--- src/rtl/trap_pkg.sv ---
// trap_pkg: shared FSM states, mstatus field positions, privilege encodings and cause codes for trap_ctrl.
package trap_pkg;
    typedef enum logic [2:0] {S_IDLE, S_ENTER, S_VECTOR, S_DONE, S_RET, S_RJUMP} state_t;
    localparam int MIE_BIT = 3;
    localparam int MPIE_BIT = 7;
    localparam int MPP_LO = 11;
    localparam int MPP_HI = 12;
    localparam logic [1:0] PRIV_U = 2'b00;
    localparam logic [1:0] PRIV_M = 2'b11;
    localparam logic [1:0] MTVEC_VECTORED = 2'b01;
    localparam logic [3:0] CAUSE_MTI = 4'd7;
    localparam logic [3:0] CAUSE_MEI = 4'd11;
endpackage

--- src/rtl/trap_vector_calc.sv ---
// trap_vector_calc: mtvec/cause -> trap target PC; vectored interrupt mode only when TRAP_CTRL_IRQ_EN is defined.
module trap_vector_calc import trap_pkg::*; #(
    parameter int XLEN = 64
) (
    input  logic [XLEN-1:0] mtvec,
    input  logic            irq,
    input  logic [3:0]      code,
    output logic [XLEN-1:0] pc
);
    logic [XLEN-1:0] base;
    assign base = {mtvec[XLEN-1:2], 2'b00};
`ifdef TRAP_CTRL_IRQ_EN
    assign pc = (irq && mtvec[1:0] == MTVEC_VECTORED) ? base + XLEN'({code, 2'b00}) : base;
`else
    logic unused_vec;
    assign unused_vec = &{1'b0, mtvec[1:0], irq, code};
    assign pc = base;
`endif
endmodule

--- src/rtl/trap_ctrl.sv ---
// trap_ctrl: trap entry / MRET sequencer feeding the CSR file and fetch redirect.
// Interrupt acceptance and vectored mtvec are enabled by defining TRAP_CTRL_IRQ_EN.
module trap_ctrl import trap_pkg::*; #(
    parameter int         XLEN       = 64,
    parameter logic [1:0] RESET_PRIV = 2'b11
) (
    input  logic            clk,
    input  logic            rst,
    input  logic            exc_req,
    input  logic [3:0]      exc_code,
    input  logic [XLEN-1:0] exc_val,
    input  logic            mret_req,
    input  logic [XLEN-1:0] pc_addr,
    input  logic [XLEN-1:0] mstatus_current,
    input  logic [XLEN-1:0] mtvec_trap,
    input  logic [XLEN-1:0] mepc_out,
    input  logic            irq_timer,
    input  logic            irq_ext,
    output logic            trap_taken,
    output logic            trap_done,
    output logic            mret,
    output logic [XLEN-1:0] mepc_next,
    output logic [XLEN-1:0] mcause_next,
    output logic [XLEN-1:0] mtval_next,
    output logic [XLEN-1:0] mstatus_next,
    output logic [1:0]      priv_lvl,
    output logic            redirect_valid,
    output logic [XLEN-1:0] redirect_pc,
    output logic            stall
);
    state_t state, state_d;
    logic irq_take;
    logic [3:0] irq_code;
    logic [XLEN-1:0] trap_ms, ret_ms, vec_pc;
    logic unused_in;
    assign unused_in = &{1'b0, pc_addr[1:0]};
`ifdef TRAP_CTRL_IRQ_EN
    assign irq_code = irq_ext ? CAUSE_MEI : CAUSE_MTI;
    assign irq_take = (irq_ext || irq_timer) &&
                      ((priv_lvl == PRIV_M && mstatus_current[MIE_BIT]) || priv_lvl < PRIV_M);
`else
    logic unused_irq;
    assign unused_irq = &{1'b0, irq_timer, irq_ext};
    assign irq_code = '0;
    assign irq_take = 1'b0;
`endif
    assign stall = state != S_IDLE;
    trap_vector_calc #(.XLEN(XLEN)) u_vec (
        .mtvec(mtvec_trap),
        .irq  (mcause_next[XLEN-1]),
        .code (mcause_next[3:0]),
        .pc   (vec_pc)
    );
    always_comb begin
        state_d = S_IDLE;
        case (state)
            S_IDLE:   state_d = (exc_req || irq_take) ? S_ENTER : mret_req ? S_RET : S_IDLE;
            S_ENTER:  state_d = S_VECTOR;
            S_VECTOR: state_d = S_DONE;
            S_RET:    state_d = S_RJUMP;
            default:  state_d = S_IDLE;
        endcase
        trap_ms = mstatus_current;
        trap_ms[MPIE_BIT] = mstatus_current[MIE_BIT];
        trap_ms[MIE_BIT] = 1'b0;
        trap_ms[MPP_HI:MPP_LO] = priv_lvl;
        ret_ms = mstatus_current;
        ret_ms[MIE_BIT] = mstatus_current[MPIE_BIT];
        ret_ms[MPIE_BIT] = 1'b1;
        ret_ms[MPP_HI:MPP_LO] = PRIV_U;
    end
    // Pulses are derived from the next state so each is a registered single-cycle strobe.
    always_ff @(posedge clk or posedge rst) begin
        if (rst) begin
            state <= S_IDLE;
            priv_lvl <= RESET_PRIV;
            trap_taken <= 1'b0;
            trap_done <= 1'b0;
            mret <= 1'b0;
            redirect_valid <= 1'b0;
            redirect_pc <= '0;
            mepc_next <= '0;
            mcause_next <= '0;
            mtval_next <= '0;
            mstatus_next <= '0;
        end else begin
            state <= state_d;
            trap_taken <= state_d == S_ENTER;
            trap_done <= state_d == S_DONE;
            mret <= state_d == S_RET;
            redirect_valid <= state_d == S_VECTOR || state_d == S_RJUMP;
            if (state_d == S_ENTER) begin
                mepc_next <= {pc_addr[XLEN-1:2], 2'b00};
                mcause_next <= {!exc_req, {(XLEN-5){1'b0}}, exc_req ? exc_code : irq_code};
                mtval_next <= exc_req ? exc_val : '0;
                mstatus_next <= trap_ms;
                priv_lvl <= PRIV_M;
            end
            if (state_d == S_RET) begin
                mstatus_next <= ret_ms;
                priv_lvl <= mstatus_current[MPP_HI:MPP_LO];
            end
            if (state_d == S_VECTOR) redirect_pc <= vec_pc;
            if (state_d == S_RJUMP) redirect_pc <= mepc_out;
        end
    end
endmodule

--- config.mk ---
export PLATFORM = sky130hd
export DESIGN_NAME = trap_ctrl
export DESIGN_NICKNAME = d
export VERILOG_FILES = /design/src/rtl/trap_pkg.sv /design/src/rtl/trap_vector_calc.sv /design/src/rtl/trap_ctrl.sv
export SDC_FILE = /design/constraint.sdc
export NUM_CORES = 1
export LEC_CHECK = 0
export ABC_AREA = 1
export CELL_PAD_IN_SITES_DETAIL_PLACEMENT = 1
export CELL_PAD_IN_SITES_GLOBAL_PLACEMENT = 2
export CORE_AREA = 2 2 258 260
export DETAILED_ROUTE_END_ITERATION = 10
export DIE_AREA = 0 0 260 262
export DONT_BUFFER_PORTS = 1
export GPL_TIMING_DRIVEN = 0
export PLACE_DENSITY = 0.58
export SYNTH_ARGS = -nofsm -noshare
export SYNTH_HDL_FRONTEND = slang
export SYNTH_SLANG_ARGS = --single-unit
--- constraint.sdc ---
create_clock -name clk -period 15.6 [get_ports clk]
set_clock_uncertainty 0.15 [all_clocks]
set_input_delay 3.12 -clock clk [delete_from_list [all_inputs] [get_ports clk]]
set_output_delay 3.12 -clock clk [all_outputs]
set_load 0.02 [all_outputs]
==> flow_metrics.tcl, run 1 <==
set metrics [dict create \
    numClockSinks 268 \
    num_rows 94 \
    tritoncts_clock_tree "done" \
    postSynthAreaPerCell_sq_um 8.35 \
    total_of_hold_buffers_inserted_after_clock_tree_synthesis 0 \
    post_synth_num_cell_types 22 \
    timing.critical_path.from_type "flip-flop" \
    detail_route.first_pass.iterations 4 \
    pre_cts_slack_ns 10.73 \
    relSlewSlack_pct 46.5 \
    worst_setup_path_startpoint "state[1]" \
    setup_viol 0 \
    p_leak_nw 7.65 \
    worst_slack_setup_final_ns 10.83 \
    globalplace.congestion 0.800 \
    clock_insertion_delay_worst_skew_ns 0.53 \
    min_from "mcause_next[63]" \
    post_cts_buffers 0 \
    finalWorstPathRequiredPeriod_ns 4.77 \
    hold_viol_final 0 \
    numCtsBuffers 35 \
    area_growth_from_synthesis_to_layout_pct 22.1 \
    detail_route.wl_per_cell_um 19.5 \
    seq_power_share_pct 50.1 \
    tightest_slew_ns 0.802 \
    timing.fmax_mhz 210 \
    detailed_place_hpwl_um 36400 \
    core_region_area_sq_um 65300 \
    power.ir.vdd_worst_mv 0.0849 \
    finalCritPeriodShare_pct 30.6 \
    globalRouteTotalUtil_pct 13.0 \
    design.die.area_sq_um 68100 \
    synth_top_area_share_pct 56.6 \
    setup_cp_type "reg -> out" \
    synth_area_leaders "sky130_fd_sc_hd__dfrtp_1 (57%), sky130_fd_sc_hd__nand2_1 (23%), sky130_fd_sc_hd__nand3_1 (5.6%)" \
    cap_viol_max_count 0 \
    slew_viol_final 0 \
    first_global_vias 10020 \
    synthFlopType "sky130_fd_sc_hd__dfrtp_1" \
    critical_path.reg2reg.startpoint "state[1]" \
    detailed_route_drc_error_count 0 \
    postSynthCellCount 1408 \
    maximum_number_of_pins_on_one_net_before_global_route_repair 119 \
    share_of_cells_above_drive_strength_1_pct 11.7 \
    path_max_fanout 9 \
    status "finished clean" \
    cts_resized 0 \
    clock-root-buffer "sky130_fd_sc_hd__clkbuf_16" \
    kind_of_capture_point_of_the_worst_setup_path "output pin" \
    mostFrequentLayoutCell "sky130_fd_sc_hd__nand2_1" \
    port_buffers 0 \
    grt_antenna_before_repair 7 \
    post-place-cells 2334 \
    total_length_of_routed_wires_um 46900 \
    grt_first_pass_wirelength_um 66700 \
    intPower_mw 1.85 \
    synth.yosys.seq_area_share_pct 57.0 \
    power.density_cell_area_nw_per_um2 244 \
    power.share.switching_pct 47.2 \
    yosys.area.top_type "sky130_fd_sc_hd__dfrtp_1" \
    path_clk_slew_ns 0.06 \
    timing.critical_path.arrival_ns 1.50 \
    rsz0062_at_grt "no" \
    final_cell_count_no_fill 2403 \
    setup-tns-final_ns 0 \
    io_pins 657 \
    route.antenna.remaining_nets 0 \
    power_frac_comb_pct 25.6 \
    max-clock-path-buffers 3 \
    grt_overflow_total 0 \
    h-tree-depth 2 \
    floorplan.die.width_um 260 \
    ys_ff_latch 268 \
    worstPathRequired_ns 12.33 \
    layout_common_cells "sky130_fd_sc_hd__nand2_1 (713), sky130_fd_sc_hd__dfrtp_1 (266), sky130_fd_sc_hd__nand3_1 (132), sky130_fd_sc_hd__inv_1 (70), sky130_fd_sc_hd__buf_4 (63)" \
    detailroute.via_count 9495 \
    clock_power_share_pct 24.3 \
    finish.net_count 1837 \
    dr.first_iter.drc_count 377 \
    power.switching_mw 1.65 \
    height_of_the_die_um 262 \
    synth-edff-count 0 \
    yosys_warnings 0 \
    hold_class "reg -> reg" \
    async_sr_flop_fraction_pct 100 \
    start_util_pct 18.0 \
    vias_per_cell 3.95 \
    netlist_area_sq_um 11800 \
]
## metal layers
metal	GRT usage, %	part of all wire, %	vias to the layer above
li1	-	-	4424
met1	14.6	37	4644
met2	23.0	51	355
met3	4.36	8.9	68
met4	4.69	2.5	4
met5	0	0.066	-
## final timing paths
path                                    to  slack [ns]  cells after the start
setup reg to reg              mepc_next[2]       13.14                      7
hold / removal             mcause_next[63]        0.32                      2
max in group asynchronous  mstatus_next[6]       12.05                      2
hold reg to reg            mcause_next[63]        0.32                      2
setup / recovery                     stall       10.83                      2
min in group asynchronous  redirect_pc[49]        2.28                      1
## worst max-delay path, cell delays in order, from the launching register on
cell                      delay [ns]
sky130_fd_sc_hd__dfrtp_1        0.42
sky130_fd_sc_hd__nor2_4         0.34
sky130_fd_sc_hd__nand2_2        0.21
## cells in the mapped netlist, drive strengths merged, types with 2 or more instances
cell type	number
clkbuf	24
dfstp	2
nand3b	62
inv	74
nand4	3
dfrtp	266
nand3	133
o21ai	2
nand2	716
nor2	3
buf	119
## sequential cells by signal, indices dropped and copies added (netlist names)
| name | flops |
|---|---|
| mstatus_next | 64 |
| mtval_next | 64 |
| mepc_next | 62 |
| state | 3 |
| redirect_pc | 64 |
| mcause_next | 5 |
| mret | 1 |
| trap_taken | 1 |
| priv_lvl | 2 |
| redirect_valid | 1 |
| trap_done | 1 |
## logic make-up (layout without fill, tap and decap cells)
group / Yosys count / in the layout / synth area share, %
buffers and inverters: 217 / 281 / 9.75
other: 1 / 68 / 0.0319
flip-flops: 268 / 268 / 57.0
AND/OR/NAND/NOR: 917 / 917 / 32.9
AO/OA/AOI/OAI: 5 / 5 / 0.277
## per-stage QoR
| stage | instance area [sq um] | power [mW] | hold WS [ns] | util [%] |
|---|---|---|---|---|
| 5_1_grt | 14400 | 3.77 | 0.365 | 22.0 |
| 2_1_floorplan | 12000 | 2.28 | 0.287 | - |
| 6_report | 14400 | 3.50 | 0.316 | 22.0 |
| 4_1_cts | 14300 | 3.59 | 0.320 | 22.0 |
| 3_3_place_gp | 13100 | 2.67 | 0.306 | 20.0 |
| 3_5_place_dp | 13100 | 2.70 | 0.304 | 20.1 |
## power groups by stage
stage	Clock, mW	Combinational [mW]	Sequential [mW]
6_report	0.853	0.897	1.75
4_1_cts	0.891	0.927	1.77
3_5_place_dp	0	0.923	1.78
5_1_grt	0.916	1.06	1.79
2_1_floorplan	0	0.662	1.62
3_3_place_gp	0	0.888	1.78
## layout make-up
cell class / count / area, sq um
repair buffers: 2 / 55.1
fillers: 7788 / 50900
clock inverters: 12 / 179
diodes: 7 / 17.5
clock buffers: 50 / 1030
flip-flops and latches: 268 / 6710
well taps: 864 / 1080
inverters: 74 / 285
plain buffers: 143 / 868
multi-input cells: 983 / 4130
Power figures use the tool's default switching activity.
==> run 2, diff against run 1 <==
Clock period 15.6 ns to 4.8 ns, I/O delays scaled along.
==> flow_metrics.tcl, run 2 (synthesis gave the netlist of run 1 again) <==
set metrics [dict create \
    status "finished clean" \
    hold_viol_final 0 \
    total_length_of_routed_wires_um 48000 \
    relSlewSlack_pct 43.3 \
    detailed_place_hpwl_um 37600 \
    num_rows 94 \
    cap_viol_max_count 0 \
    critical-path-max-stage-delay_ns 0.42 \
    maximum_number_of_pins_on_one_net_before_global_route_repair 41 \
    finish.net_count 1841 \
    io_pins 657 \
    vias_per_cell 3.97 \
    mostFrequentLayoutCell "sky130_fd_sc_hd__nand2_1" \
    rsz0062_at_grt "no" \
    reg.largest.list "mstatus_next x64, mtval_next x64, redirect_pc x64" \
    nFillCells 7817 \
    path_max_fanout 9 \
    register_area_sq_um 6710 \
    numClockSinks 268 \
    start_util_pct 18.0 \
    tightest_slew_ns 0.849 \
    globalplace.congestion 0.795 \
    post-place-cells 2339 \
    route.antenna.remaining_nets 0 \
    grt_overflow_total 0 \
    detailed_route_drc_error_count 0 \
    finalCritPeriodShare_pct 54.2 \
    grt_antenna_before_repair 7 \
    post_cts_buffers 0 \
    path_clk_slew_ns 0.06 \
    multi_input_comb_area_sq_um 4130 \
    power.ir.vdd_worst_mv 0.279 \
    clock_insertion_delay_worst_skew_ns 0.52 \
    post-layout-total-power_mw 11.2 \
    timing.critical_path.from_type "flip-flop" \
    floorplan.die.width_um 260 \
    power.density_cell_area_nw_per_um2 782 \
    layout_common_cells "sky130_fd_sc_hd__nand2_1 (713), sky130_fd_sc_hd__dfrtp_1 (266), sky130_fd_sc_hd__nand3_1 (132), sky130_fd_sc_hd__inv_1 (70), sky130_fd_sc_hd__buf_4 (63)" \
    area_growth_from_synthesis_to_layout_pct 21.8 \
    grt_first_pass_wirelength_um 68400 \
    worstPathCellList "nor2_4, nand2_2" \
    kind_of_capture_point_of_the_worst_setup_path "output pin" \
    port_buffers 0 \
    critical-path-top-delay-family "simple AND/OR/NAND/NOR gates" \
    worst_slack_setup_final_ns 2.20 \
    setup_viol 0 \
    critical_path_buffer_and_inverter_count 0 \
    p_leak_nw 7.62 \
    total_of_hold_buffers_inserted_after_clock_tree_synthesis 0 \
    detailroute.via_count 9571 \
    core_region_area_sq_um 65300 \
    h-tree-depth 2 \
    setup_cp_type "reg -> out" \
    final_cell_count_no_fill 2408 \
    final.hold.worst_slack_ns 0.304 \
    detail_route.first_pass.iterations 5 \
    detail_route.wl_per_cell_um 19.9 \
    slowest_stage "sky130_fd_sc_hd__dfrtp_1" \
    worstPathRequired_ns 3.69 \
    tritoncts_clock_tree "done" \
    hold_class "in -> async" \
    first_global_vias 10291 \
    numCtsBuffers 34 \
    globalRouteTotalUtil_pct 13.4 \
    timing.fmax_mhz 384 \
    design.die.area_sq_um 68100 \
    finalWorstPathRequiredPeriod_ns 2.60 \
    max-clock-path-buffers 3 \
    clock-root-buffer "sky130_fd_sc_hd__clkbuf_16" \
    slew_viol_final 0 \
    timing.critical_path.arrival_ns 1.49 \
    setup-tns-final_ns 0 \
    cts_resized 0 \
    dr.first_iter.drc_count 439 \
    share_of_cells_above_drive_strength_1_pct 11.5 \
    pre_cts_slack_ns 1.94 \
    height_of_the_die_um 262 \
]
run 2: routing by layer:
| layer | track usage, % | share of wire, % | vias up | wire, um |
|---|---|---|---|---|
| met5 | 0 | 0.033 | - | 16 |
| met2 | 24.0 | 51 | 377 | 24700 |
| met4 | 4.93 | 2.7 | 2 | 1310 |
| met1 | 14.6 | 37 | 4690 | 17700 |
| met3 | 4.65 | 9.0 | 72 | 4320 |
| li1 | - | - | 4430 | - |
run 2: stage by stage:
step | area [sq um] | utilization, %
2_1_floorplan | 12000 | -
3_3_place_gp | 13100 | 20.0
3_5_place_dp | 13200 | 20.2
4_1_cts | 14300 | 21.9
5_1_grt | 14300 | 21.9
6_report | 14300 | 21.9
run 2: power by group:
group	leakage, nW	total [mW]	switching (mW)	internal [mW]
sequential	3.32	5.69	2.33	3.36
clock	0.536	2.55	1.04	1.51
combinational	3.76	2.96	2.01	0.948
run 2: final cells by class:
cell class,count,area share [%]
antenna,9,0.157
buffer,143,6.06
clock buffer,54,7.10
clock inverter,6,0.541
inverter,74,1.96
multi-input combinational,983,28.8
sequential,268,46.8
tap,864,7.55
timing repair buffer,7,0.978
run 2: final timing paths:
kind | cells past startpoint | slack (ns) | end | startpoint
setup / recovery | 2 | 2.20 | stall | state[1]
hold / removal | 1 | 0.30 | redirect_pc[62] | rst
setup reg to reg | 7 | 2.22 | mtval_next[40] | state[1]
hold reg to reg | 2 | 0.33 | mcause_next[63] | mcause_next[63]
max in group asynchronous | 4 | 2.92 | priv_lvl[0] | rst
min in group clk | 2 | 0.33 | mcause_next[63] | mcause_next[63]
run 2: worst register-to-register path: stages (launching register included):
cell                      delay (ns)
sky130_fd_sc_hd__dfrtp_1        0.42
sky130_fd_sc_hd__nor2_4         0.34
sky130_fd_sc_hd__nand3_2        0.36
sky130_fd_sc_hd__inv_2          0.35
sky130_fd_sc_hd__buf_4          0.32
sky130_fd_sc_hd__buf_2          0.33
sky130_fd_sc_hd__nand2_1        0.17
sky130_fd_sc_hd__nand2_1        0.10
